`config.mk`:
```
export PLATFORM = sky130hd
export DESIGN_NAME = fetch_stage
export DESIGN_NICKNAME = d
export VERILOG_FILES = /design/src/rtl/fetch_stage_pkg.sv /design/src/rtl/fetch_stage_ras.sv /design/src/rtl/fetch_stage.sv
export SDC_FILE = /design/constraint.sdc
export NUM_CORES = 1
export LEC_CHECK = 0
export ABC_CLOCK_PERIOD_IN_PS = 6400
export BUFFER_PORTS_ARGS = -buffer_cell sky130_fd_sc_hd__buf_2
export CORE_UTILIZATION = 51
export CTS_CLUSTER_DIAMETER = 50
export DETAILED_ROUTE_END_ITERATION = 10
export PLACE_DENSITY_LB_ADDON = 0.2
export RECOVER_POWER = 100
export SLEW_MARGIN = 40
export SYNTH_ARGS = -nofsm -noshare
export SYNTH_HDL_FRONTEND = slang
export SYNTH_SLANG_ARGS = --single-unit
```
`constraint.sdc`:
```
create_clock -name clk -period 6.4 [get_ports clk]
set_clock_uncertainty 0.1 [all_clocks]
set_input_delay 0.32 -clock clk [delete_from_list [all_inputs] [get_ports clk]]
set_output_delay 0.32 -clock clk [all_outputs]
set_load 0.02 [all_outputs]
```
`src/rtl/fetch_stage_pkg.sv`:
```
// Shared fetch-stage definitions: PC-source encodings, NOP word and double-op opcodes.
// Optional feature macro FETCH_RAS_EN (return-address stack) is consumed by fetch_stage.
package fetch_stage_pkg;

    // Next-PC selection driven by the branch/jump resolution logic.
    typedef enum logic [1:0] {
        PC_SRC_SEQ    = 2'b00,
        PC_SRC_BRANCH = 2'b01,
        PC_SRC_JUMP   = 2'b10,
        PC_SRC_RET    = 2'b11
    } pc_src_e;

    localparam int unsigned NOP_W = 32;
    localparam logic [NOP_W-1:0] NOP_INSTR = 32'h0000_0013;

    // Double-op opcodes whose second half makes the control unit drop add_pc.
    localparam int unsigned OP_W = 6;
    localparam logic [OP_W-1:0] OP_LDW = 6'h23;
    localparam logic [OP_W-1:0] OP_SDW = 6'h2B;

endpackage : fetch_stage_pkg

```
`src/rtl/fetch_stage_ras.sv`:
```
// return_addr_stack: circular return-address stack used by fetch_stage when
// FETCH_RAS_EN is defined; the whole file is empty otherwise.
// Ports: clk, reset (sync, active-high), push/push_data (CALL), pop (RET),
//        top (combinational value a RET redirects to).
// Full push overwrites the oldest entry; an empty pop leaves the stack unchanged
// and returns whatever sits at the pointer.
`ifdef FETCH_RAS_EN
module return_addr_stack #(
    parameter int unsigned ADDR_W = 32,
    parameter int unsigned DEPTH  = 4
) (
    input  logic              clk,
    input  logic              reset,
    input  logic              push,
    input  logic              pop,
    input  logic [ADDR_W-1:0] push_data,
    output logic [ADDR_W-1:0] top
);

    localparam int unsigned PTR_W = (DEPTH > 1) ? $clog2(DEPTH) : 1;
    localparam int unsigned CNT_W = $clog2(DEPTH + 1);

    logic [ADDR_W-1:0] mem_q [DEPTH];
    logic [PTR_W-1:0]  ptr_q;   // next free slot
    logic [CNT_W-1:0]  cnt_q;   // valid entries, saturates at DEPTH

    // Empty stack exposes the slot at the pointer (stale data) instead of the one below.
    assign top = (cnt_q == '0) ? mem_q[ptr_q] : mem_q[ptr_q - PTR_W'(1)];

    // Pointer arithmetic wraps naturally because DEPTH is a power of two.
    always_ff @(posedge clk) begin
        if (reset) begin
            for (int i = 0; i < int'(DEPTH); i++) begin
                mem_q[i] <= '0;
            end
            ptr_q <= '0;
            cnt_q <= '0;
        end else if (push) begin
            mem_q[ptr_q] <= push_data;
            ptr_q        <= ptr_q + PTR_W'(1);
            if (cnt_q != CNT_W'(DEPTH)) begin
                cnt_q <= cnt_q + CNT_W'(1);
            end
        end else if (pop && (cnt_q != '0)) begin
            ptr_q <= ptr_q - PTR_W'(1);
            cnt_q <= cnt_q - CNT_W'(1);
        end
    end

endmodule : return_addr_stack
`endif

```
`src/rtl/fetch_stage.sv`:
```
// fetch_stage: PC register, next-PC target mux and IF/ID pipeline register.
// Ports:
//   clk, reset         rising-edge clock, synchronous active-high reset
//   stall              freeze PC, IF/ID and return stack
//   add_pc             0 = hold PC/IF/ID while a double-op second half is pending
//   pc_src, is_call    next-PC source; is_call turns JUMP into CALL
//   branch_target, jump_target, return_addr   redirect targets
//   imem_instr         instruction-memory read data for pc_out
//   pc_out             current fetch address
//   if_id_instr, if_id_pc1, if_id_valid       IF/ID register to decode
// Macro FETCH_RAS_EN: when defined, RET targets come from an internal
// return_addr_stack and return_addr is ignored; otherwise RET uses return_addr.
module fetch_stage
    import fetch_stage_pkg::*;
#(
    parameter int unsigned       ADDR_W    = 32,
    parameter int unsigned       INSTR_W   = 32,
    parameter logic [ADDR_W-1:0] RESET_PC  = '0,
    parameter int unsigned       RAS_DEPTH = 4
) (
    input  logic               clk,
    input  logic               reset,
    input  logic               stall,
    input  logic               add_pc,
    input  logic [1:0]         pc_src,
    input  logic               is_call,
    input  logic [ADDR_W-1:0]  branch_target,
    input  logic [ADDR_W-1:0]  jump_target,
    input  logic [ADDR_W-1:0]  return_addr,
    input  logic [INSTR_W-1:0] imem_instr,
    output logic [ADDR_W-1:0]  pc_out,
    output logic [INSTR_W-1:0] if_id_instr,
    output logic [ADDR_W-1:0]  if_id_pc1,
    output logic               if_id_valid
);

    if ((RAS_DEPTH == 0) || ((RAS_DEPTH & (RAS_DEPTH - 1)) != 0)) begin : g_bad_ras_depth
        $error("fetch_stage: RAS_DEPTH must be a non-zero power of two");
    end

    logic [ADDR_W-1:0]  pc_q,    pc_d;
    logic [INSTR_W-1:0] instr_q, instr_d;
    logic [ADDR_W-1:0]  pc1_q,   pc1_d;
    logic               valid_q, valid_d;
    logic [ADDR_W-1:0]  ret_target;
    logic [ADDR_W-1:0]  redirect_target;
    pc_src_e            src;

    assign src = pc_src_e'(pc_src);

`ifdef FETCH_RAS_EN
    logic ras_push;
    logic ras_pop;

    // Stack only moves on an unstalled CALL or RET; is_call is meaningless for other sources.
    assign ras_push = !stall && (src == PC_SRC_JUMP) && is_call;
    assign ras_pop  = !stall && (src == PC_SRC_RET);

    return_addr_stack #(
        .ADDR_W (ADDR_W),
        .DEPTH  (RAS_DEPTH)
    ) u_ras (
        .clk       (clk),
        .reset     (reset),
        .push      (ras_push),
        .pop       (ras_pop),
        .push_data (pc1_q),
        .top       (ret_target)
    );

    logic [ADDR_W-1:0] unused_return_addr;
    assign unused_return_addr = return_addr;
`else
    logic unused_is_call;
    assign unused_is_call = is_call;
    assign ret_target     = return_addr;
`endif

    // Redirect target selection.
    always_comb begin
        redirect_target = pc_q;
        unique case (src)
            PC_SRC_BRANCH: redirect_target = branch_target;
            PC_SRC_JUMP:   redirect_target = jump_target;
            PC_SRC_RET:    redirect_target = ret_target;
            default:       redirect_target = pc_q;
        endcase
    end

    // Next-state: stall > redirect > hold > sequential (reset handled in the register).
    always_comb begin
        pc_d    = pc_q;
        instr_d = instr_q;
        pc1_d   = pc1_q;
        valid_d = valid_q;
        if (!stall) begin
            if (src != PC_SRC_SEQ) begin
                // Redirect squashes the wrong-path fetch into a bubble, even during a hold.
                pc_d    = redirect_target;
                instr_d = INSTR_W'(NOP_INSTR);
                pc1_d   = '0;
                valid_d = 1'b0;
            end else if (add_pc) begin
                pc_d    = pc_q + ADDR_W'(1);
                instr_d = imem_instr;
                pc1_d   = pc_q + ADDR_W'(1);
                valid_d = 1'b1;
            end
        end
    end

    always_ff @(posedge clk) begin
        if (reset) begin
            pc_q    <= RESET_PC;
            instr_q <= INSTR_W'(NOP_INSTR);
            pc1_q   <= '0;
            valid_q <= 1'b0;
        end else begin
            pc_q    <= pc_d;
            instr_q <= instr_d;
            pc1_q   <= pc1_d;
            valid_q <= valid_d;
        end
    end

    assign pc_out      = pc_q;
    assign if_id_instr = instr_q;
    assign if_id_pc1   = pc1_q;
    assign if_id_valid = valid_q;

endmodule : fetch_stage

```
==> out/metrics.yaml <==
outcome:
  failed_checks: "max-capacitance violations, max-slew violations"
  outcome: "complete, but fails checks"
floorplan:
  die_area_sq_mm: 0.0105
  die_h_um: 102
  ios: 232
  start_util_pct: 52.6
  die_x_um: 102
  core-area_sq_mm: 0.00977
  num_rows: 36
sta:
  slew_viol_final: 126
  slew_headroom_pct: -97.6
  fmax_ghz: 0.225
  post-route-period-util_pct: 69.6
  min_period_ns: 4.45
  tightest_slew_ns: 2.96
  rsz0062_at_grt: "false"
  setup_tns_ns: 0
  finalSetupViolCount: 0
  finalHoldViolCount: 0
critical_path:
  crit_chain: "clkbuf_1 -> inv_1 -> ha_1 -> buf_4 -> nor2b_1 -> or2_2 -> clkbuf_1 -> o311ai_0 -> a21oi_1"
  critPathMostFrequentCell: "clkbuf_1"
  critPathRequiredTime_ns: 6.59
  r2r_start: "pc_out[0]"
  cp.arrival_ns: 4.64
  crit_buf_inv: 4
  max_stage_delay_ns: 2.10
  crit_family: "buffers and inverters"
  critPathMaxFanout: 69
  slowest_stage: "clkbuf_1"
  worstSetupEndpointType: "register"
  critPathLaunchType: "input port"
  startpoint: "pc_src[0]"
  critPathKind: "in2reg"
clock_tree:
  clk_path_buf_depth: 2
  path_clk_slew_ns: 0.10
  insertion_delay_ns: 0.37
  cts_setup_buffers: 0
  cts.sinks: 97
  htreeDepth: 3
  ctsResizeCount: 0
  cts_tree: "done"
  cts_root_buf: "clkbuf_8"
  cts_made_buffers: 9
  hold_buffers: 0
global_routing:
  antenna_found_initial: 3
  grt_max_degree: 70
  first_global_vias: 5390
  grt_pass1_wl_um: 26900
  track_usage_pct: 33.3
  grt_overflow: 0
logic_synthesis:
  synth_area_sq_mm: 0.00514
  yosysSeqAreaShare_pct: 37.8
  synth_area_leaders: "dfxtp_1 38%, a21oi_1 8.9%, nand2_1 8.0%"
  synthMostInstantiatedCell: "nand2_1"
  synthArstFlopShare_pct: 0
  syn_inst: 690
  post_synth_num_cell_types: 54
  synth.top_cell.area_share_pct: 37.8
  synth_edf_count: 0
  synth_common_cells: "110 x nand2_1, 97 x dfxtp_1, 91 x a21oi_1"
  syn-num-nets: 829
  yosysWarnings: 0
  synth.largest_area_cell: "dfxtp_1"
  syn_area_per_cell_sq_um: 7.45
  ys_ff_latch: 97
  synth_ff_type: "dfxtp_1"
route:
  drcViolationCount: 0
  routed_wl_um: 17500
  avgRoutedWirePerCell_um: 17.2
  postRouteAntennaNets: 0
  via_per_inst: 5.92
  drt_iter0_markers: 501
  dr.pass1.iters: 5
  vias: 6017
cells_and_area:
  area_growth_pct: 23.2
  drive_above_1_share_pct: 18.3
  nets: 1015
  final_cell_area_sq_mm: 0.00633
  final_util_pct: 64.8
power:
  power_switching_mw: 0.417
  power_leakage_nw: 2.34
  p_per_area_mw_per_mm2: 208
  swShare_pct: 31.7
  vdd_drop_max_uv: 114
  fin_total_pwr_mw: 1.32
  p_int_mw: 0.900
  comb_power_share_pct: 18.0
  pwr-share-clk_pct: 31.8
  seqPwrFrac_pct: 50.2
placed_design:
  placed_area_sq_mm: 0.00627
  gp_congestion: 0.907
  numPortBuffers: 230
  hpwlAfterDp_um: 12400
min_path:
  hp-start: "imem_instr[2]"
  min_path_type: "in2reg"
job:
  cap_violations: 2
## placed cells by master, fill, tap and decap left out, types with 6 or more instances in the layout
| cell type | Yosys | layout |
|---|---|---|
| buf_2 | 1 | 132 |
| xor2_1 | 9 | 9 |
| nand4_1 | 13 | 13 |
| clkbuf_8 | 0 | 9 |
| nor3_1 | 11 | 11 |
| o211ai_1 | 6 | 6 |
| and3_1 | 10 | 10 |
| nor4_1 | 6 | 6 |
| a22o_1 | 10 | 10 |
| a21oi_1 | 91 | 91 |
| nand2_1 | 110 | 110 |
| clkbuf_1 | 48 | 102 |
| inv_1 | 15 | 15 |
| dfxtp_1 | 97 | 97 |
| a22oi_1 | 22 | 22 |
| a31oi_1 | 7 | 7 |
| or3_1 | 9 | 9 |
| xnor2_1 | 17 | 17 |
| nor2_1 | 30 | 28 |
| o21ai_0 | 41 | 41 |
| nand3_1 | 64 | 64 |
## worst reg2reg max path, stage by stage (launching register included)
cell      delay, ns
dfxtp_1        0.42
ha_1           0.30
nand4_1        0.24
nor3_1         0.97
nand2b_1       0.21
or3_1          0.38
o211ai_1       0.09
## layout make-up
class                   count  area [sq um]
clock inverters             6          73.8
inverters                  15          56.3
clock buffers              10           128
multi-input cells         517          2900
flip-flops and latches     97          1940
fillers                   960          3440
diodes                      3          7.51
well taps                 133           166
repair buffers            236          1060
## power groups by stage
stage | combinational (mW) | sequential, mW | clock [mW]
3_3_place_gp | 0.236 | 0.671 | 0
4_1_cts | 0.242 | 0.659 | 0.420
5_1_grt | 0.259 | 0.665 | 0.451
3_5_place_dp | 0.241 | 0.673 | 0
6_report | 0.238 | 0.661 | 0.418
2_1_floorplan | 0.126 | 0.686 | 0
## path summary, 6_finish.rpt
path | to | slack [ns] | depth (start not counted)
max reg2reg | pc_out[24] | 3.61 | 6
min reg2reg | if_id_instr[26] | 0.35 | 2
min | if_id_instr[2] | 0.11 | 3
max | pc_out[15] | 1.95 | 9
## metrics by stage
stage / cells / hold slack (ns) / setup slack [ns]
6_report: 1017 / 0.110 / 1.95
5_1_grt: 1017 / 0.0888 / 1.67
3_5_place_dp: 998 / 0.340 / 2.63
2_1_floorplan: 690 / 0.388 / 4.00
3_3_place_gp: 998 / 0.332 / 2.74
4_1_cts: 1014 / 0.0988 / 3.00
## registers in the layout, indices dropped and copies added, names as in the netlist
name	flops
if_id_valid	1
pc_out	32
if_id_pc1	32
if_id_instr	32
## routing by layer
layer	vias up	wire, um	GRT usage, %
li1	2854	-	-
met3	27	1680	8.34
met1	2818	7100	42.9
met2	318	8430	53.4
met5	-	0	0
met4	0	297	13.0
## cell families after synthesis
group | synth area share (%)
AOI/OAI and AO/OA | 24.2
xor gates and xnor gates | 4.43
adders and majority gates | 0.974
buffers and inverters | 6.11
DFF | 37.8
muxes | 0.195
and+or+nand+nor | 26.3
Power figures use the tool's default switching activity.
